--- src/rtl/mem_seq.sv ---
// LC-3 memory-access sequencer: steps one LD/LDR/LDI/ST/STR/STI through
// indirect-read, read and write phases and returns load results to writeback.
module mem_seq (
  input  logic        clock,
  input  logic        reset,
  input  logic        ex_valid,
  input  logic [3:0]  ex_opcode,
  input  logic [2:0]  ex_dr,
  input  logic [15:0] ex_addr,
  input  logic [15:0] ex_data,
  input  logic [15:0] dmem_dout,
  output logic [1:0]  mem_state,
  output logic [15:0] M_Addr,
  output logic [15:0] M_Data,
  output logic        M_Control,
  output logic        stall,
  output logic        wb_load,
  output logic [2:0]  wb_dr,
  output logic [15:0] wb_data
);

  typedef enum logic [1:0] {
    IND  = 2'd0,
    RD   = 2'd1,
    WR   = 2'd2,
    IDLE = 2'd3
  } state_t;

  state_t      state;
  logic        store_q;
  logic [15:0] data_q;
  logic [2:0]  dr_q;

  logic        is_load;
  logic        is_store;
  logic        is_ind;
  logic        accept;

  always_comb begin
    is_load  = (ex_opcode == 4'b0010) || (ex_opcode == 4'b0110) || (ex_opcode == 4'b1010);
    is_store = (ex_opcode == 4'b0011) || (ex_opcode == 4'b0111) || (ex_opcode == 4'b1011);
    is_ind   = (ex_opcode == 4'b1010) || (ex_opcode == 4'b1011);
    accept   = ex_valid && (is_load || is_store);
  end

  // M_Addr/M_Data/M_Control are registered with the state; after IND,
  // M_Addr itself holds the fetched pointer for the RD/WR phase.
  always_ff @(posedge clock) begin
    if (reset) begin
      state     <= IDLE;
      store_q   <= 1'b0;
      data_q    <= 16'h0000;
      dr_q      <= 3'd0;
      M_Addr    <= 16'h0000;
      M_Data    <= 16'h0000;
      M_Control <= 1'b0;
      wb_load   <= 1'b0;
      wb_dr     <= 3'd0;
      wb_data   <= 16'h0000;
    end else begin
      wb_load <= 1'b0;
      case (state)
        IDLE: begin
          if (accept) begin
            store_q   <= is_store;
            data_q    <= ex_data;
            dr_q      <= ex_dr;
            M_Addr    <= ex_addr;
            M_Control <= 1'b0;
            if (is_ind) begin
              state  <= IND;
              M_Data <= 16'h0000;
            end else if (is_store) begin
              state  <= WR;
              M_Data <= ex_data;
            end else begin
              state  <= RD;
              M_Data <= 16'h0000;
            end
          end
        end
        IND: begin
          M_Addr    <= dmem_dout;
          M_Control <= 1'b1;
          if (store_q) begin
            state  <= WR;
            M_Data <= data_q;
          end else begin
            state  <= RD;
            M_Data <= 16'h0000;
          end
        end
        RD: begin
          wb_data   <= dmem_dout;
          wb_dr     <= dr_q;
          wb_load   <= 1'b1;
          state     <= IDLE;
          M_Addr    <= 16'h0000;
          M_Data    <= 16'h0000;
          M_Control <= 1'b0;
        end
        default: begin
          state     <= IDLE;
          M_Addr    <= 16'h0000;
          M_Data    <= 16'h0000;
          M_Control <= 1'b0;
        end
      endcase
    end
  end

  assign mem_state = state;
  assign stall     = (state != IDLE);

endmodule

--- config.mk ---
export PLATFORM = sky130hd
export DESIGN_NAME = mem_seq
export DESIGN_NICKNAME = d
export VERILOG_FILES = /design/src/rtl/mem_seq.sv
export SDC_FILE = /design/constraint.sdc
export NUM_CORES = 1
export LEC_CHECK = 0
export ABC_CLOCK_PERIOD_IN_PS = 1900
export CAP_MARGIN = 10
export CORE_UTILIZATION = 45
export CTS_BUF_LIST = sky130_fd_sc_hd__clkbuf_8
export DETAILED_ROUTE_END_ITERATION = 10
export PLACE_DENSITY = 0.85
export SETUP_SLACK_MARGIN = 0.1
export SYNTH_ARGS = -nofsm -noshare
export SYNTH_HDL_FRONTEND = slang
export SYNTH_SLANG_ARGS = --single-unit
--- constraint.sdc ---
create_clock -name clock -period 1.9 [get_ports clock]
set_input_delay 0.19 -clock clock [delete_from_list [all_inputs] [get_ports clock]]
set_output_delay 0.19 -clock clock [all_outputs]
set_load 0.02 [all_outputs]
; Word-level counts from Yosys, hierarchy flattened
; Cells that the tools add are included.
[classes]
n_reduce_logical = 9
muxes = 15
eq_ne = 10
[ops]
columns = operator, n
row1 = $mux 16, 5
row2 = $pmux 16 s2, 2
row3 = $eq 4x2->1 const B, 2
row4 = $eq 4x3->1 const B, 2
row5 = $eq 4x4->1 const B, 2
row6 = $mux 2, 4
row7 = $logic_or 1x1->1, 6
row8 = $ne 2x2->1 const B, 2
row9 = $pmux 2 s2, 1
row10 = $eq 2x1->1 const B, 1
row11 = $eq 2x2->1 const B, 1
row12 = $logic_not 2->1, 1
row13 = $mux 1, 2
row14 = $pmux 1 s2, 1
row15 = $reduce_and 2->1, 1
row16 = $logic_and 1x1->1, 1
[totals]
elab_cells = 44
out_inout_bits = 56
register_bits = 75

; Longest topological paths before layout
; Gate-level depths: netlist (run 1).
[depth]
depth_word = 7
mapped_depth = 8
mapped_depth_nobuf = 5

; Worst setup path before layout (run 1)
; No wires, ideal clock.
[synth_path]
path_kind = register -> register
startpoint = register state[0] (netlist: mem_state[0])
endpoint = register state[1] (netlist: mem_state[1])
slack_ns = 0.114
arrival_time_ns = 1.666
path_stages_with_launch = 9
setup_time_ns = 0.121
path_cell_list = dfxtp_1 > inv_1 > ha_1 > buf_2 > and2_1 > buf_2 > clkbuf_1 > nor4_1 > o21bai_1
[synth_via]
elab_chain_cells = 2
word_cells_on_any_way = 4
[synth_rtl]
columns = element, line_no
row1 = start: declaration, 29  ; state_t state;
row2 = start signal: assignment, 50  ; state <= IDLE;
row3 = start signal: assignment, 71  ; state <= IND;
row4 = start signal: assignment, 74  ; state <= WR;
row5 = $eq 2x2->1 or $logic_not 2->1 (tied branches), 62  ; case (state)
row6 = $pmux 2 s2 or $ne 2x2->1 (tied branches), -
; Several ways; a longest one is shown, not always the timed one.
; A chain may end at the register's enable or synchronous reset.

; Worst setup path after layout (run 1)
[layout_path]
startpoint = register state[1] (netlist: mem_state[1])
endpoint = register M_Data[15]
[layout_via]
elab_chain_cells = 2
word_cells_on_any_way = 4
[layout_rtl]
columns = element, line_no
row1 = $eq 2x2->1 or $logic_not 2->1 (tied branches), 62
row2 = $pmux 16 s2 or $ne 2x2->1 (tied branches), -
row3 = end signal: assignment, 75  ; M_Data <= ex_data;
row4 = end signal: assignment, 87  ; M_Data <= data_q;
row5 = end: declaration, 14  ; output logic [15:0] M_Data,
; Several ways; a longest one is shown, not always the timed one.

==> flow_summary.ini, run 1 <==
[synth]
syn-num-nets = 400
synth_top_flop_cell = dfxtp_1
synth.distinct_cells = 29
async_flop_share_pct = 0
syn_inst = 339
ys_seq_area_share_pct = 49.7
post-synth-top-area-fraction_pct = 49.7
synthAdderAreaFrac_pct = 1.24
syn_area_per_cell_um2 = 8.92
yosys.area_share.simple_pct = 19.0
netlist_top_cells_count = dfxtp_1 (75), nand2_1 (56), a21oi_1 (36)
yosysTopAreaCell = dfxtp_1
synth_top_family_by_area = simple AND/OR/NAND/NOR gates
synth_area_um2 = 3020
ys.warnings.count = 0
synth_area_leaders = dfxtp_1 (50%), a22oi_1 (7.9%), nand2_1 (7.0%), mux2i_1 (6.6%), a21oi_1 (6.0%)
synth_xor_xnor_area_share_pct = 0
ys_seq_elements = 75
yosysMostFrequentCell = dfxtp_1
synth_edf_count = 0
muxShareOfSynthArea_pct = 6.62
synth_compound_area_share_pct = 18.4

[grt]
grt_pass1_wl_um = 13200
grt_pass1_vias = 2782
grt_usage_pct = 23.8
grt_max_degree = 76
overflow = 0
grt_antenna_before_repair = 0

[placed_design]
place_area_um2 = 4260
place_congestion = 0.764
io_buffer_count = 113
hpwl_um = 5520

[power]
peakVddDrop_uv = 676
pwr_density_cell_nw_per_um2 = 1290
leakage_nw = 1.61

[critical_path]
r2r_slack_ns = 0.23
rr_worst_depth = 5
critPathSlowestCell = and2_1
crit_arrival_ns = 1.95
cp.required_ns = 2.17
crit_end = M_Data[15]$_SDFFE_PP0P_
path_cells = inv_1 -> ha_1 -> and2_1 -> a22oi_1 -> o21ai_2
end_kind = flop
startpoint = mem_state[1]$_SDFFE_PP1P_
path_class = reg -> reg
r2r-start = mem_state[1]$_SDFFE_PP1P_
cp.depth = 5
cp_top_family = simple AND/OR/NAND/NOR gates
worstSetupStartpointType = flop
cp_max_fo = 17
max_stage_delay_ns = 0.58
r2r-end = M_Data[15]$_SDFFE_PP0P_
critPathBufInv = 1

[clocking]
cts_root_buffer = clkbuf_8
ctsResizeCount = 1
cts_buffers = 9
cts_setup_buffers = 0
cts_max_path_buffers = 2
clkTransAtPathRegs_ns = 0.07
insertion_delay_ns = 0.34
cts_tree = done
clock-sinks = 75
ctsHoldBuffers = 0
h-tree-depth = 3

[finish]
drive_gt1_share_pct = 7.91
design_area_um2 = 4470
layout.nets = 511
syn_to_final_growth_pct = 47.8
antenna_cells = 0
nFillCells = 530

[timing]
finalHoldViolations = 0
worst_pin_slew_ns = 0.695
fin_crit_ns = 1.67
fmax_ghz = 0.597
relSlewSlack_pct = 53.7
slew_violations = 0
clock_skew_ns = 0.0121
rsz0062_at_grt = false
tns_ns = 0
min_period_over_period_pct = 88.1
setup_violations = 0

[floorplanning]
start_util_pct = 47.1
core_um2 = 6420
fp.dieH_um = 84.0
die_w_um = 84.0
io-pin-count = 114
die_area_um2 = 7050
rows = 29

[routing]
first_pass_iters = 8
vias = 2854
wl_per_cell_um = 15.1
drt_wl_total_um = 8020
ant_nets = 0
viasPerCell = 5.36
drt_first_iter_violations = 130
drc = 10

[hold_path]
hp-class = in -> reg
whs_path_depth = 3

[status]
status = finished with violations
failed_checks = DRC

[flow_run]
maxCapViolCount = 0
==> per-stage QoR <==
stage / cells / utilization (%) / hold slack, ns / total power, mW / setup WS [ns]
4_1_cts: 532 / 69.6 / 0.337 / 5.77 / 0.251
3_3_place_gp: 516 / 66.3 / 0.439 / 4.42 / 0.164
6_report: 532 / 69.6 / 0.340 / 5.76 / 0.225
3_5_place_dp: 516 / 66.3 / 0.446 / 4.49 / 0.0752
2_1_floorplan: 339 / - / 0.326 / 3.47 / 0.114
5_1_grt: 532 / 69.6 / 0.354 / 6.09 / 0.109
==> sequential cells by signal, indices dropped and copies added (netlist names) <==
signal,count
store_q,1
wb_load,1
M_Addr,16
wb_data,16
wb_dr,3
M_Data,16
M_Control,1
data_q,16
dr_q,3
mem_state,2
==> worst min-delay path by stage <==
stage	from	end	slack [ns]
detailed placement	M_Addr[5]$_SDFFE_PP0P_	M_Addr[5]$_SDFFE_PP0P_	0.45
finish	reset	wb_data[1]$_SDFFE_PP0P_	0.34
global route	reset	wb_data[1]$_SDFFE_PP0P_	0.35
floorplan	ex_data[0]	data_q[0]$_SDFFE_PP0P_	0.33
CTS	reset	wb_data[4]$_SDFFE_PP0P_	0.34
global placement	M_Addr[5]$_SDFFE_PP0P_	M_Addr[5]$_SDFFE_PP0P_	0.44
==> kinds of logic after synthesis <==
logic type	count (synthesis)
AND/OR/NAND/NOR	119
AO/OA/AOI/OAI	89
flip-flops	75
buffers and inverters	33
multiplexers	20
adder cells (fa/ha/maj)	3
==> cell usage in the layout (no fill, tap or decap), drive strengths merged, types with 3 or more instances in the layout <==
| cell | Yosys | final |
|---|---|---|
| clkdlybuf4s50 | 0 | 111 |
| nand2 | 56 | 56 |
| and2 | 3 | 3 |
| o21ai | 16 | 16 |
| ha | 3 | 3 |
| buf | 13 | 17 |
| a22oi | 32 | 32 |
| or3 | 17 | 17 |
| nor2 | 20 | 20 |
| mux2i | 20 | 20 |
| a21oi | 37 | 37 |
| clkbuf | 16 | 9 |
| nand3b | 16 | 16 |
| dfxtp | 75 | 75 |
| inv | 4 | 6 |
==> cell type report <==
cell class	count	area, µm²	area share, %
Clock inverter	7	85.1	1.90
Timing Repair Buffer	129	1270	28.4
Inverter	4	15.0	0.336
Clock buffer	9	124	2.77
Sequential cell	75	1500	33.6
Tap cell	77	96.3	2.16
Multi-Input combinational cell	231	1380	30.8
==> report_power, final <==
| part | switching, mW | leakage (nW) | internal [mW] |
|---|---|---|---|
| Clock | 0.579 | 0.112 | 0.726 |
| Sequential | 0.129 | 0.609 | 1.82 |
| Combinational | 1.40 | 0.894 | 1.10 |
| Total | 2.10 | 1.61 | 3.65 |
==> metal layers <==
layer	GRT usage, %	vias up	routed length [µm]
met3	5.54	13	505
met4	9.72	0	159
met1	29.4	1342	3450
met2	39.8	92	3900
li1	-	1407	-
met5	0	-	0
==> worst min-delay path: cells and delay by family <==
kind | cells | cell delay (ns)
buf+inv | 2 | 0.33
simple gates | 1 | 0.12
No activity file was read; power rests on OpenSTA's default activity.
==> run 2, diff against run 1 <==
- MAX_ROUTING_LAYER: default -> met4
==> flow_summary.ini, run 2 (synthesized netlist as in run 1, its figures left out) <==
[finish]
seq_area_um2 = 1500
design_area_um2 = 4470
stdcell_count = 532
syn_to_final_growth_pct = 47.8
nFillCells = 530
layout.nets = 511
drive_gt1_share_pct = 7.91
final_common_cell = clkdlybuf4s50_1
finish.utilization_pct = 69.6
antenna_cells = 0
layout_common_cells = clkdlybuf4s50_1 (111), dfxtp_1 (75), nand2_1 (56), a21oi_1 (36), a22oi_1 (32)
multi_input_area_um2 = 1380

[timing]
rsz0062_at_grt = false
whs_ns = 0.351
relSlewSlack_pct = 53.9
tns_ns = 0
worst_pin_slew_ns = 0.692
fmax_ghz = 0.605
clock_skew_ns = 0.00960
slew_violations = 0
worst_slack_ns = 0.248
fin_crit_ns = 1.65
min_period_over_period_pct = 86.9
setup_violations = 0
finalHoldViolations = 0

[critical_path]
r2r-start = mem_state[1]$_SDFFE_PP1P_
critPathSlowestCell = and2_1
crit_arrival_ns = 1.92
path_cells = inv_1 -> ha_1 -> and2_1 -> a22oi_1 -> o21ai_2
end_kind = flop
worstSetupStartpointType = flop
path_class = reg -> reg
cp_max_fo = 17
max_stage_delay_ns = 0.58
startpoint = mem_state[1]$_SDFFE_PP1P_
cp.required_ns = 2.17

[hold_path]
worstHoldStart = reset
hp-class = in -> reg

[routing]
first_pass_iters = 7
drt_first_iter_violations = 140
drt_wl_total_um = 7960
viasPerCell = 5.35
wl_per_cell_um = 15.0
ant_nets = 0
drc = 10
vias = 2846

[grt]
grt_pass1_vias = 2771
grt_usage_pct = 24.5
grt_pass1_wl_um = 13200
gr-usage-met3_pct = 6.23
grt-busiest-layer = met2
grt_use_met2_pct = 39.7
grt_util_met1_pct = 30.0
grt_max_degree = 76
overflow = 0
grt_antenna_before_repair = 0

[floorplanning]
fp.dieH_um = 84.0
rows = 29
die_w_um = 84.0
core_um2 = 6420
io-pin-count = 114
die_area_um2 = 7050
start_util_pct = 47.1

[placed_design]
place_area_um2 = 4260
io_buffer_count = 113
dpl.cell_count = 516
hpwl_um = 5520
post-place-ws_ns = 0.0752
place_congestion = 0.774

[power]
leakage_nw = 1.61
pwr_density_cell_nw_per_um2 = 1280
peakVddDrop_uv = 675
finalPower_mw = 5.74

[clocking]
insertion_delay_ns = 0.34
clkTransAtPathRegs_ns = 0.07
cts_buffers = 9
cts_max_path_buffers = 2
cts_tree = done
cts_root_buffer = clkbuf_8
ctsHoldBuffers = 0
clock-sinks = 75
h-tree-depth = 3

[flow_run]
maxCapViolCount = 0

[status]
failed_checks = DRC
status = finished with violations
==> run 2: final cells by class <==
| type | instances | area share (%) |
|---|---|---|
| clock buffer | 9 | 2.77 |
| clock inverter | 7 | 1.90 |
| inverter | 4 | 0.336 |
| multi-input combinational | 231 | 30.8 |
| sequential | 75 | 33.6 |
| tap | 77 | 2.16 |
| timing repair buffer | 129 | 28.4 |
==> run 2: final timing paths <==
| path | cells past startpoint | slack [ns] | end |
|---|---|---|---|
| worst min-delay path | 3 | 0.35 | wb_data[1]$_SDFFE_PP0P_ |
| worst max-delay path | 5 | 0.25 | M_Data[15]$_SDFFE_PP0P_ |
| worst max register to register | 5 | 0.25 | M_Data[15]$_SDFFE_PP0P_ |
| worst min register to register | 2 | 0.45 | M_Addr[4]$_SDFFE_PP0P_ |
==> run 2: critical path, delay by kind of cell, from the launching register on <==
| family | cells | cell delay (ns) |
|---|---|---|
| fa+ha+maj | 1 | 0.16 |
| flops | 1 | 0.34 |
| compound gates | 2 | 0.42 |
| simple gates | 1 | 0.58 |
| buf+inv | 1 | 0.10 |
==> run 2: metal layers <==
layer | routed length, µm | up-vias | part of all wire [%]
met5 | 0 | - | 0
met4 | 116 | 0 | 1.5
met3 | 421 | 9 | 5.3
met2 | 3960 | 92 | 50
met1 | 3460 | 1341 | 43
li1 | - | 1404 | -
==> run 2: where the power goes <==
part           internal [mW]  switching [mW]  leakage, nW
Combinational           1.10            1.39        0.894
Clock                  0.726           0.561        0.112
Sequential              1.82           0.128        0.609
Total                   3.65            2.08         1.61
==> run 2: timing repair <==
action,CTS,global route
resized for setup,1,0
endpoints found under the setup margin,1,0
buffers inserted,0,0
==> run 3, diff against run 2 <==
- GPL_ROUTABILITY_DRIVEN: default -> 0
==> results of run 3 <==
Same layout as run 2: the final DEF is identical, and so are final timing and power.
